[src/rtl/seq_comparator_pkg.sv]
// Shared types and helpers for the sequential chunked magnitude comparator.
// State encoding, chunk-count math and cascade result normalisation.
package seq_comparator_pkg;

    typedef enum logic [1:0] {
        IDLE = 2'd0,
        BUSY = 2'd1,
        DONE = 2'd2
    } state_t;

    function automatic int num_chunks(input int width, input int chunk);
        return (width + chunk - 1) / chunk;
    endfunction

    // Result triple is {lt, eq, gt}; a malformed cascade degrades to "equal".
    function automatic logic [2:0] cascade_result(input logic [2:0] c);
        if (c == 3'b100 || c == 3'b010 || c == 3'b001) begin
            return c;
        end
        return 3'b010;
    endfunction

endpackage

[src/rtl/seq_comparator_chunk_compare.sv]
// Combinational unsigned compare of one CHUNK-bit slice.
// Zero latency; invert_msb flips both sign bits so a signed top chunk orders correctly.
module chunk_compare #(
    parameter int CHUNK = 4
) (
    input  logic [CHUNK-1:0] a,
    input  logic [CHUNK-1:0] b,
    input  logic             invert_msb,
    output logic             lt,
    output logic             eq,
    output logic             gt
);

    logic [CHUNK-1:0] a_m;
    logic [CHUNK-1:0] b_m;

    always_comb begin
        a_m = a;
        b_m = b;
        if (invert_msb) begin
            a_m[CHUNK-1] = ~a[CHUNK-1];
            b_m[CHUNK-1] = ~b[CHUNK-1];
        end
        lt = (a_m < b_m);
        eq = (a_m == b_m);
        gt = (a_m > b_m);
    end

endmodule

[src/rtl/seq_comparator.sv]
// Sequential WIDTH-bit comparator walking CHUNK-bit slices MSB first with early exit.
// Latency = chunks examined (1..NUM_CHUNKS); one request at a time, result held until out_ready.
module seq_comparator
    import seq_comparator_pkg::*;
#(
    parameter int WIDTH = 32,
    parameter int CHUNK = 4,
    localparam int NUM_CHUNKS = num_chunks(WIDTH, CHUNK),
    localparam int CU_W       = $clog2(NUM_CHUNKS + 1)
) (
    input  logic             clk,
    input  logic             rst_n,
    input  logic             in_valid,
    output logic             in_ready,
    input  logic [WIDTH-1:0] a,
    input  logic [WIDTH-1:0] b,
    input  logic             signed_mode,
    input  logic             lt_in,
    input  logic             eq_in,
    input  logic             gt_in,
    output logic             out_valid,
    input  logic             out_ready,
    output logic             lt,
    output logic             eq,
    output logic             gt,
    output logic [CU_W-1:0]  chunks_used
);

    localparam int EXT_W = NUM_CHUNKS * CHUNK;
    localparam int IDX_W = (NUM_CHUNKS > 1) ? $clog2(NUM_CHUNKS) : 1;
    localparam logic [EXT_W-1:0] LO_MASK = EXT_W'({WIDTH{1'b1}});
    localparam logic [EXT_W-1:0] HI_MASK = ~LO_MASK;
    localparam logic [IDX_W-1:0] TOP_IDX = IDX_W'(NUM_CHUNKS - 1);
    localparam logic [CU_W-1:0]  NC_CU   = CU_W'(NUM_CHUNKS);

    state_t             state_q, state_d;
    logic [EXT_W-1:0]   a_q, a_d;
    logic [EXT_W-1:0]   b_q, b_d;
    logic               signed_q, signed_d;
    logic [2:0]         casc_q, casc_d;
    logic [IDX_W-1:0]   idx_q, idx_d;
    logic [2:0]         res_q, res_d;
    logic [CU_W-1:0]    chunks_used_q, chunks_used_d;

    logic [CHUNK-1:0]   a_chunk;
    logic [CHUNK-1:0]   b_chunk;
    logic               c_lt, c_eq, c_gt;
    logic               invert_msb;

    assign a_chunk    = CHUNK'(a_q >> (idx_q * CHUNK));
    assign b_chunk    = CHUNK'(b_q >> (idx_q * CHUNK));
    assign invert_msb = signed_q && (idx_q == TOP_IDX);

    chunk_compare #(.CHUNK(CHUNK)) u_chunk_compare (
        .a          (a_chunk),
        .b          (b_chunk),
        .invert_msb (invert_msb),
        .lt         (c_lt),
        .eq         (c_eq),
        .gt         (c_gt)
    );

    always_comb begin
        state_d       = state_q;
        a_d           = a_q;
        b_d           = b_q;
        signed_d      = signed_q;
        casc_d        = casc_q;
        idx_d         = idx_q;
        res_d         = res_q;
        chunks_used_d = chunks_used_q;

        unique case (state_q)
            IDLE: begin
                if (in_valid) begin
                    // Extend to a whole number of chunks so the top chunk carries the sign.
                    a_d      = EXT_W'(a) | ((signed_mode && a[WIDTH-1]) ? HI_MASK : '0);
                    b_d      = EXT_W'(b) | ((signed_mode && b[WIDTH-1]) ? HI_MASK : '0);
                    signed_d = signed_mode;
                    casc_d   = {lt_in, eq_in, gt_in};
                    idx_d    = TOP_IDX;
                    state_d  = BUSY;
                end
            end
            BUSY: begin
                if (!c_eq) begin
                    res_d         = {c_lt, 1'b0, c_gt};
                    chunks_used_d = NC_CU - CU_W'(idx_q);
                    state_d       = DONE;
                end else if (idx_q == '0) begin
                    res_d         = cascade_result(casc_q);
                    chunks_used_d = NC_CU;
                    state_d       = DONE;
                end else begin
                    idx_d = idx_q - 1'b1;
                end
            end
            DONE: begin
                if (out_ready) begin
                    state_d = IDLE;
                end
            end
            default: state_d = IDLE;
        endcase
    end

    always_ff @(posedge clk or negedge rst_n) begin
        if (!rst_n) begin
            state_q       <= IDLE;
            a_q           <= '0;
            b_q           <= '0;
            signed_q      <= 1'b0;
            casc_q        <= '0;
            idx_q         <= '0;
            res_q         <= '0;
            chunks_used_q <= '0;
        end else begin
            state_q       <= state_d;
            a_q           <= a_d;
            b_q           <= b_d;
            signed_q      <= signed_d;
            casc_q        <= casc_d;
            idx_q         <= idx_d;
            res_q         <= res_d;
            chunks_used_q <= chunks_used_d;
        end
    end

    assign in_ready    = (state_q == IDLE);
    assign out_valid   = (state_q == DONE);
    assign lt          = res_q[2];
    assign eq          = res_q[1];
    assign gt          = res_q[0];
    assign chunks_used = chunks_used_q;

endmodule

[config.mk]
export PLATFORM = sky130hd
export DESIGN_NAME = seq_comparator
export DESIGN_NICKNAME = d
export VERILOG_FILES = /design/src/rtl/seq_comparator_pkg.sv /design/src/rtl/seq_comparator_chunk_compare.sv /design/src/rtl/seq_comparator.sv
export SDC_FILE = /design/constraint.sdc
export NUM_CORES = 1
export LEC_CHECK = 0
export ABC_AREA = 1
export CAP_MARGIN = 25
export CORE_MARGIN = 8
export CORE_UTILIZATION = 34
export CTS_BUF_LIST = sky130_fd_sc_hd__clkbuf_8
export CTS_CLUSTER_DIAMETER = 100
export DETAILED_ROUTE_END_ITERATION = 16
export GPL_TIMING_DRIVEN = 0
export SLEW_MARGIN = 20
export SYNTH_ARGS = -nofsm -noshare
export SYNTH_HDL_FRONTEND = slang
export SYNTH_SLANG_ARGS = --single-unit
[constraint.sdc]
create_clock -name clk -period 2.9 [get_ports clk]
set_clock_uncertainty 0.2 [all_clocks]
set_input_delay 0.435 -clock clk [delete_from_list [all_inputs] [get_ports clk]]
set_output_delay 0.435 -clock clk [all_outputs]
set_load 0.005 [all_outputs]
; ---- Word-level counts from Yosys, hierarchy flattened
; Cells that the tools add are included.
[totals]
out_inout_bits = 9
wordCells = 60
inputBits = 72
register_bits = 80
[op_classes]
eq_ne = 13
magnitude_cmp = 2
bitwise_logic = 2
n_addsub = 2
n_shift = 2
muxes = 21
n_reduce_logical = 10
[op_table]
columns = operator, count
row1 = right shift 32 x 5 -> 4 bit, 2
row2 = two-way mux 3 bit, 7
row3 = two-way mux 2 bit, 4
row4 = two-way mux 4 bit, 2
row5 = "equality test 3 bit, second input constant", 2
row6 = two-way mux 1 bit, 6
row7 = "!= test 2 bit, second input constant", 3
row8 = case mux 2 bit (3 select lines), 1
row9 = case mux 3 bit (2 select lines), 1
row10 = equality test 4 bit, 1
row11 = greater-than comparator 4 bit, 1
row12 = < comparator 4 bit, 1
row13 = "!= test 2 x 1 -> 1 bit, second input constant", 2
row14 = AND reduction 2 bit, 2
row15 = AND reduction 4 bit, 1
row16 = "subtractor 4 x 3 -> 4 bit, first input constant", 1
row17 = "equality test 3 x 1 -> 1 bit, second input constant", 1
row18 = "equality test 3 x 2 -> 1 bit, second input constant", 1
row19 = logical NOT 3 bit, 1
row20 = "!= test 3 bit, second input constant", 1
row21 = AND reduction 3 bit, 1
row22 = "subtractor 3 x 1 -> 3 bit, second input constant", 1
row23 = "equality test 2 x 1 -> 1 bit, second input constant", 1
row24 = "equality test 2 bit, second input constant", 1
row25 = 5 further kinds, 7

; ---- Logic depth before layout (Yosys ltp)
[logic_depth]
ltp_word = 10
depth_mapped = 16

; ---- Modules after synthesis
; Synthesis repeated with hierarchy kept, for this count alone.
[hier_totals]
hier_cells = 537
hier_area_um2 = 4395.5
[modules_own_cells]
columns = mod, instances, area_each_um2, cells_each, seq_area_each_um2
row1 = seq_comparator, 1, 4265.3, 513, 2001.9
row2 = chunk_compare, 1, 130.1, 24, 0.0

; ---- Worst setup path before layout
; Ideal clock, no wire load.
[synth_timing]
path_kind = register to register
start = register idx_q[0]
end = register idx_q[1]
arrival_ns = 1.980
path_slack_ns = 0.586
t_required_ns = 2.566
stages_incl_launch_ff = 15
cell_sequence = dfrtp_1 buf_2 inv_2 buf_2 nor2_1 o21ai_0 nand2_1 nand2_1 inv_1 ha_1 nand2_1 nor2_4 nand3_1 nand2_1 o21ai_0
[synth_between]
elab_chain_cells = 6
elab_cells_between_ends = 17
[synth_rtl]
columns = item, line_no
row1 = from (decl), seq_comparator.sv:41  ; logic [IDX_W-1:0] idx_q, idx_d;
row2 = from (signal assigned), seq_comparator.sv:123  ; idx_q <= idx_d;
row3 = "right shift 32 x 5 -> 4 bit, or another cell as far along", seq_comparator.sv:50  ; assign a_chunk = CHUNK'(a_q >> (idx_q * CHUNK));
row4 = "inverter 1 bit, or another cell as far along", seq_comparator_chunk_compare.sv:21  ; a_m[CHUNK-1] = ~a[CHUNK-1];
row5 = two-way mux 1 bit, seq_comparator_chunk_compare.sv:20  ; if (invert_msb) begin
row6 = equality test 4 bit, seq_comparator_chunk_compare.sv:25  ; eq = (a_m == b_m);
row7 = != test 2 bit (no source line), --
row8 = AND reduction 4 bit (no source line), --
; Parallel ways exist; a longest one is shown, timed or not. The select of a mux whose other input is x is not followed.
; A chain may end at the register's enable or synchronous reset.

; ---- Final worst setup path
[layout_timing]
start = register idx_q[0]
end = register res_q[0]
[layout_between]
elab_chain_cells = 6
elab_cells_between_ends = 14
[layout_rtl]
columns = item, line_no
row1 = "right shift 32 x 5 -> 4 bit, or another cell as far along", seq_comparator.sv:50
row2 = "inverter 1 bit, or another cell as far along", seq_comparator_chunk_compare.sv:21
row3 = two-way mux 1 bit, seq_comparator_chunk_compare.sv:20
row4 = equality test 4 bit, seq_comparator_chunk_compare.sv:25
row5 = != test 2 x 1 -> 1 bit (no source line), --
row6 = AND reduction 2 bit (no source line), --
row7 = to (signal assigned), seq_comparator.sv:124  ; res_q <= res_d;
row8 = to (decl), seq_comparator.sv:42  ; logic [2:0] res_q, res_d;
; Parallel ways exist; a longest one is shown, timed or not.

==> results.sh <==
export IMPL_status="complete, no violations"
export IMPL_place_hpwl_um=7222
export IMPL_layout_drive_gt1_share_pct=9.375
export IMPL_pwr_share_clk_pct=12.5
export IMPL_rr_worst_depth=14
export IMPL_p_sw_w=0.002128
export IMPL_cts_buffer_depth=2
export IMPL_htree_levels=3
export IMPL_die_x_um=121.6
export IMPL_crit_fanout=10
export IMPL_post_route_util_pct=45.76
export IMPL_cts_root_buf="clkbuf_8"
export IMPL_gp_congestion=0.8207
export IMPL_vias=2870
export IMPL_power_w=0.005292
export IMPL_crit_arrival_ns=2.73
export IMPL_seq_power_share_pct=37.6
export IMPL_initialDrtViolationCount=101
export IMPL_ys_seq_elements=80
export IMPL_synth_seq_area_share_pct=52.77
export IMPL_finalNetCount=525
export IMPL_worst_hold_slack_ns=0.2842
export IMPL_hold_class="flop to flop"
export IMPL_drc=0
export IMPL_synth_top_cell_area_share_pct=52.77
export IMPL_layout_commonest_cell="dfrtp_1"
export IMPL_vias_per_cell=4.881
export IMPL_syn_cell_area_um2=3794
export IMPL_grt_ovfl_total=0
export IMPL_cp_start_kind="flop"
export IMPL_syn_inst=350
export IMPL_synth_area_leaders="dfrtp_1 (53%), mux2_1 (20%), nand2_1 (5.1%), o21ai_0 (4.4%), nor2_1 (3.9%)"
export IMPL_wl_per_cell_um=16.64
export IMPL_hold_viol=0
export IMPL_drtPass1Iterations=4
export IMPL_ioPinCount=81
export IMPL_maxCapViolCount=0
export IMPL_grt_first_pass_wirelength_um=15960
export IMPL_powerDensity_nw_per_um2=1062
export IMPL_ant_nets=0
export IMPL_synth_nets=429
export IMPL_max_freq_mhz=370.1
export IMPL_cts_reportedPaths_clkPinSlew_ns=0.08
export IMPL_rows=38
export IMPL_grt_max_degree=46
export IMPL_wl_um=9784
export IMPL_cts_tree="yes"
export IMPL_fin_crit_sh_pct=93.18
export IMPL_endpoint_kind="flop"
export IMPL_mostFrequentLayoutCells="dfrtp_1 (80), clkdlybuf4s50_1 (79), mux2_1 (66)"
export IMPL_critPathKind="flop to flop"
export IMPL_avgSynthCellArea_um2=10.84
export IMPL_antenna_found_initial=0
export IMPL_diodes=0
export IMPL_area_delta_synth_final_pct=31.33
export IMPL_grt_pass1_vias=3100
export IMPL_drv_slew=0
export IMPL_die_h_um=121.6
export IMPL_track_usage_pct=13.80
export IMPL_p_sw_share_pct=40.21
export IMPL_core_area_um2=10890
export IMPL_rsz0062_at_grt="false"
export IMPL_cts_made_buffers=9
export IMPL_leakage_nw=2.157
export IMPL_yosys_warnings=0
export IMPL_clk_latency_ns=0.34
export IMPL_min_period_ns=2.702
export IMPL_start_util_pct=34.84
export IMPL_synth_top_cell_by_area="dfrtp_1"
export IMPL_tightest_slew_ns=0.5988
export IMPL_port_buffers=80
export IMPL_die_area_um2=14790
export IMPL_hold_depth=2
export IMPL_clock_sinks=80
export IMPL_peakVddDrop_uv=419.7
export IMPL_power_share_combinational_pct=49.8
export IMPL_cp_data_required_time_ns=2.92
export IMPL_setup_viol=0
export IMPL_synth_cell_type_count=27
export IMPL_maxSlewHeadroom_pct=60.08
export IMPL_intPower_w=0.003164
worst max-delay path, stage by stage, from the launching register on:
cell	delay (ns)
dfrtp_1	0.40
clkbuf_4	0.18
inv_2	0.12
clkbuf_4	0.23
nor2_1	0.05
o211ai_1	0.17
o21ai_0	0.14
ha_1	0.32
nand2_1	0.13
nor2_4	0.08
buf_4	0.14
a21boi_4	0.20
inv_4	0.08
nand2_1	0.07
o21ai_2	0.05
power groups by stage:
stage / registers [W] / clock network [W] / logic (W)
final: 0.00199 / 0.000664 / 0.00264
after global routing: 0.00206 / 0.000732 / 0.00299
after CTS: 0.00199 / 0.000683 / 0.00257
after detailed placement: 0.00201 / 0 / 0.00255
after global placement: 0.00199 / 0 / 0.00250
after floorplan: 0.00191 / 0 / 0.00181
layout make-up:
class / count / area, um2
Buffer: 18 / 147.6
Clock buffer: 9 / 123.9
Clock inverter: 4 / 17.52
Fill cell: 1039 / 5906
Inverter: 13 / 51.30
Multi-Input combinational cell: 239 / 1614
Sequential cell: 80 / 2002
Tap cell: 140 / 175.2
Timing Repair Buffer: 85 / 850.8
logic make-up after synthesis:
group | count (synthesis) | share of synthesized area [%]
flip-flops | 80 | 52.77
multiplexers | 66 | 19.59
AO/OA/AOI/OAI | 58 | 8.806
adder cells (fa/ha/maj) | 7 | 2.309
buffers and inverters | 31 | 4.683
AND/OR/NAND/NOR | 108 | 11.84
state kept, by name (all words and copies together) (netlist names):
name,flops
a_q,32
b_q,32
chunks_used,4
casc_q,3
idx_q,3
res_q,3
state_q,2
signed_q,1
cell usage after synthesis:
cell type,n
dfrtp_1,80
mux2_1,66
nand2_1,52
nor2_1,39
o21ai_0,33
inv_1,10
nand3_1,10
o22ai_1,9
buf_6,7
ha_1,7
clkbuf_1,6
a21oi_1,5
buf_2,5
o211ai_1,3
o21ai_1,3
nand4_1,2
nor2_4,2
o21ai_2,2
a21boi_4,1
a31oi_1,1
clkinv_1,1
inv_2,1
inv_4,1
nand2_4,1
nor2_2,1
nor3_1,1
o31ai_1,1
final timing paths:
| check | end | start | slack, ns |
|---|---|---|---|
| max | res_q[0]$_DFFE_PN0P_ | idx_q[0]$_DFFE_PN0P_ | 0.20 |
| min | res_q[0]$_DFFE_PN0P_ | res_q[0]$_DFFE_PN0P_ | 0.28 |
| max reg2reg | res_q[0]$_DFFE_PN0P_ | idx_q[0]$_DFFE_PN0P_ | 0.20 |
| min reg2reg | res_q[0]$_DFFE_PN0P_ | res_q[0]$_DFFE_PN0P_ | 0.28 |
| max in group asynchronous | b_q[23]$_DFFE_PN0P_ | rst_n | 1.45 |
| min in group asynchronous | a_q[2]$_DFFE_PN0P_ | rst_n | 0.45 |
what timing repair did:
item                                    CTS  global route
hold buffers                              1             0
hold endpoints to repair                 44             0
setup buffers                             0             3
pin swaps                                 0             1
endpoints found under the setup margin    3             3
resized for setup                         3            14
per-layer routing:
metal / GRT usage [%] / vias up / wire length, um
met4: 5.397 / 0 / 227
li1: - / 1388 / -
met5: 0 / - / 0
met3: 3.100 / 16 / 458
met1: 17.17 / 1388 / 4373
met2: 22.88 / 78 / 4724
through the flow:
step           instance area, um2  setup TNS (ns)  setup slack [ns]  std cells
2_1_floorplan                3794               0            0.5861        350
3_5_place_dp                 4787        -0.01169          -0.01169        571
4_1_cts                      4942               0            0.1212        585
3_3_place_gp                 4770         -134.69            -1.687        570
5_1_grt                      4982               0          0.002170        588
6_report                     4982               0            0.1978        588
(Power assumes the default switching activity.)
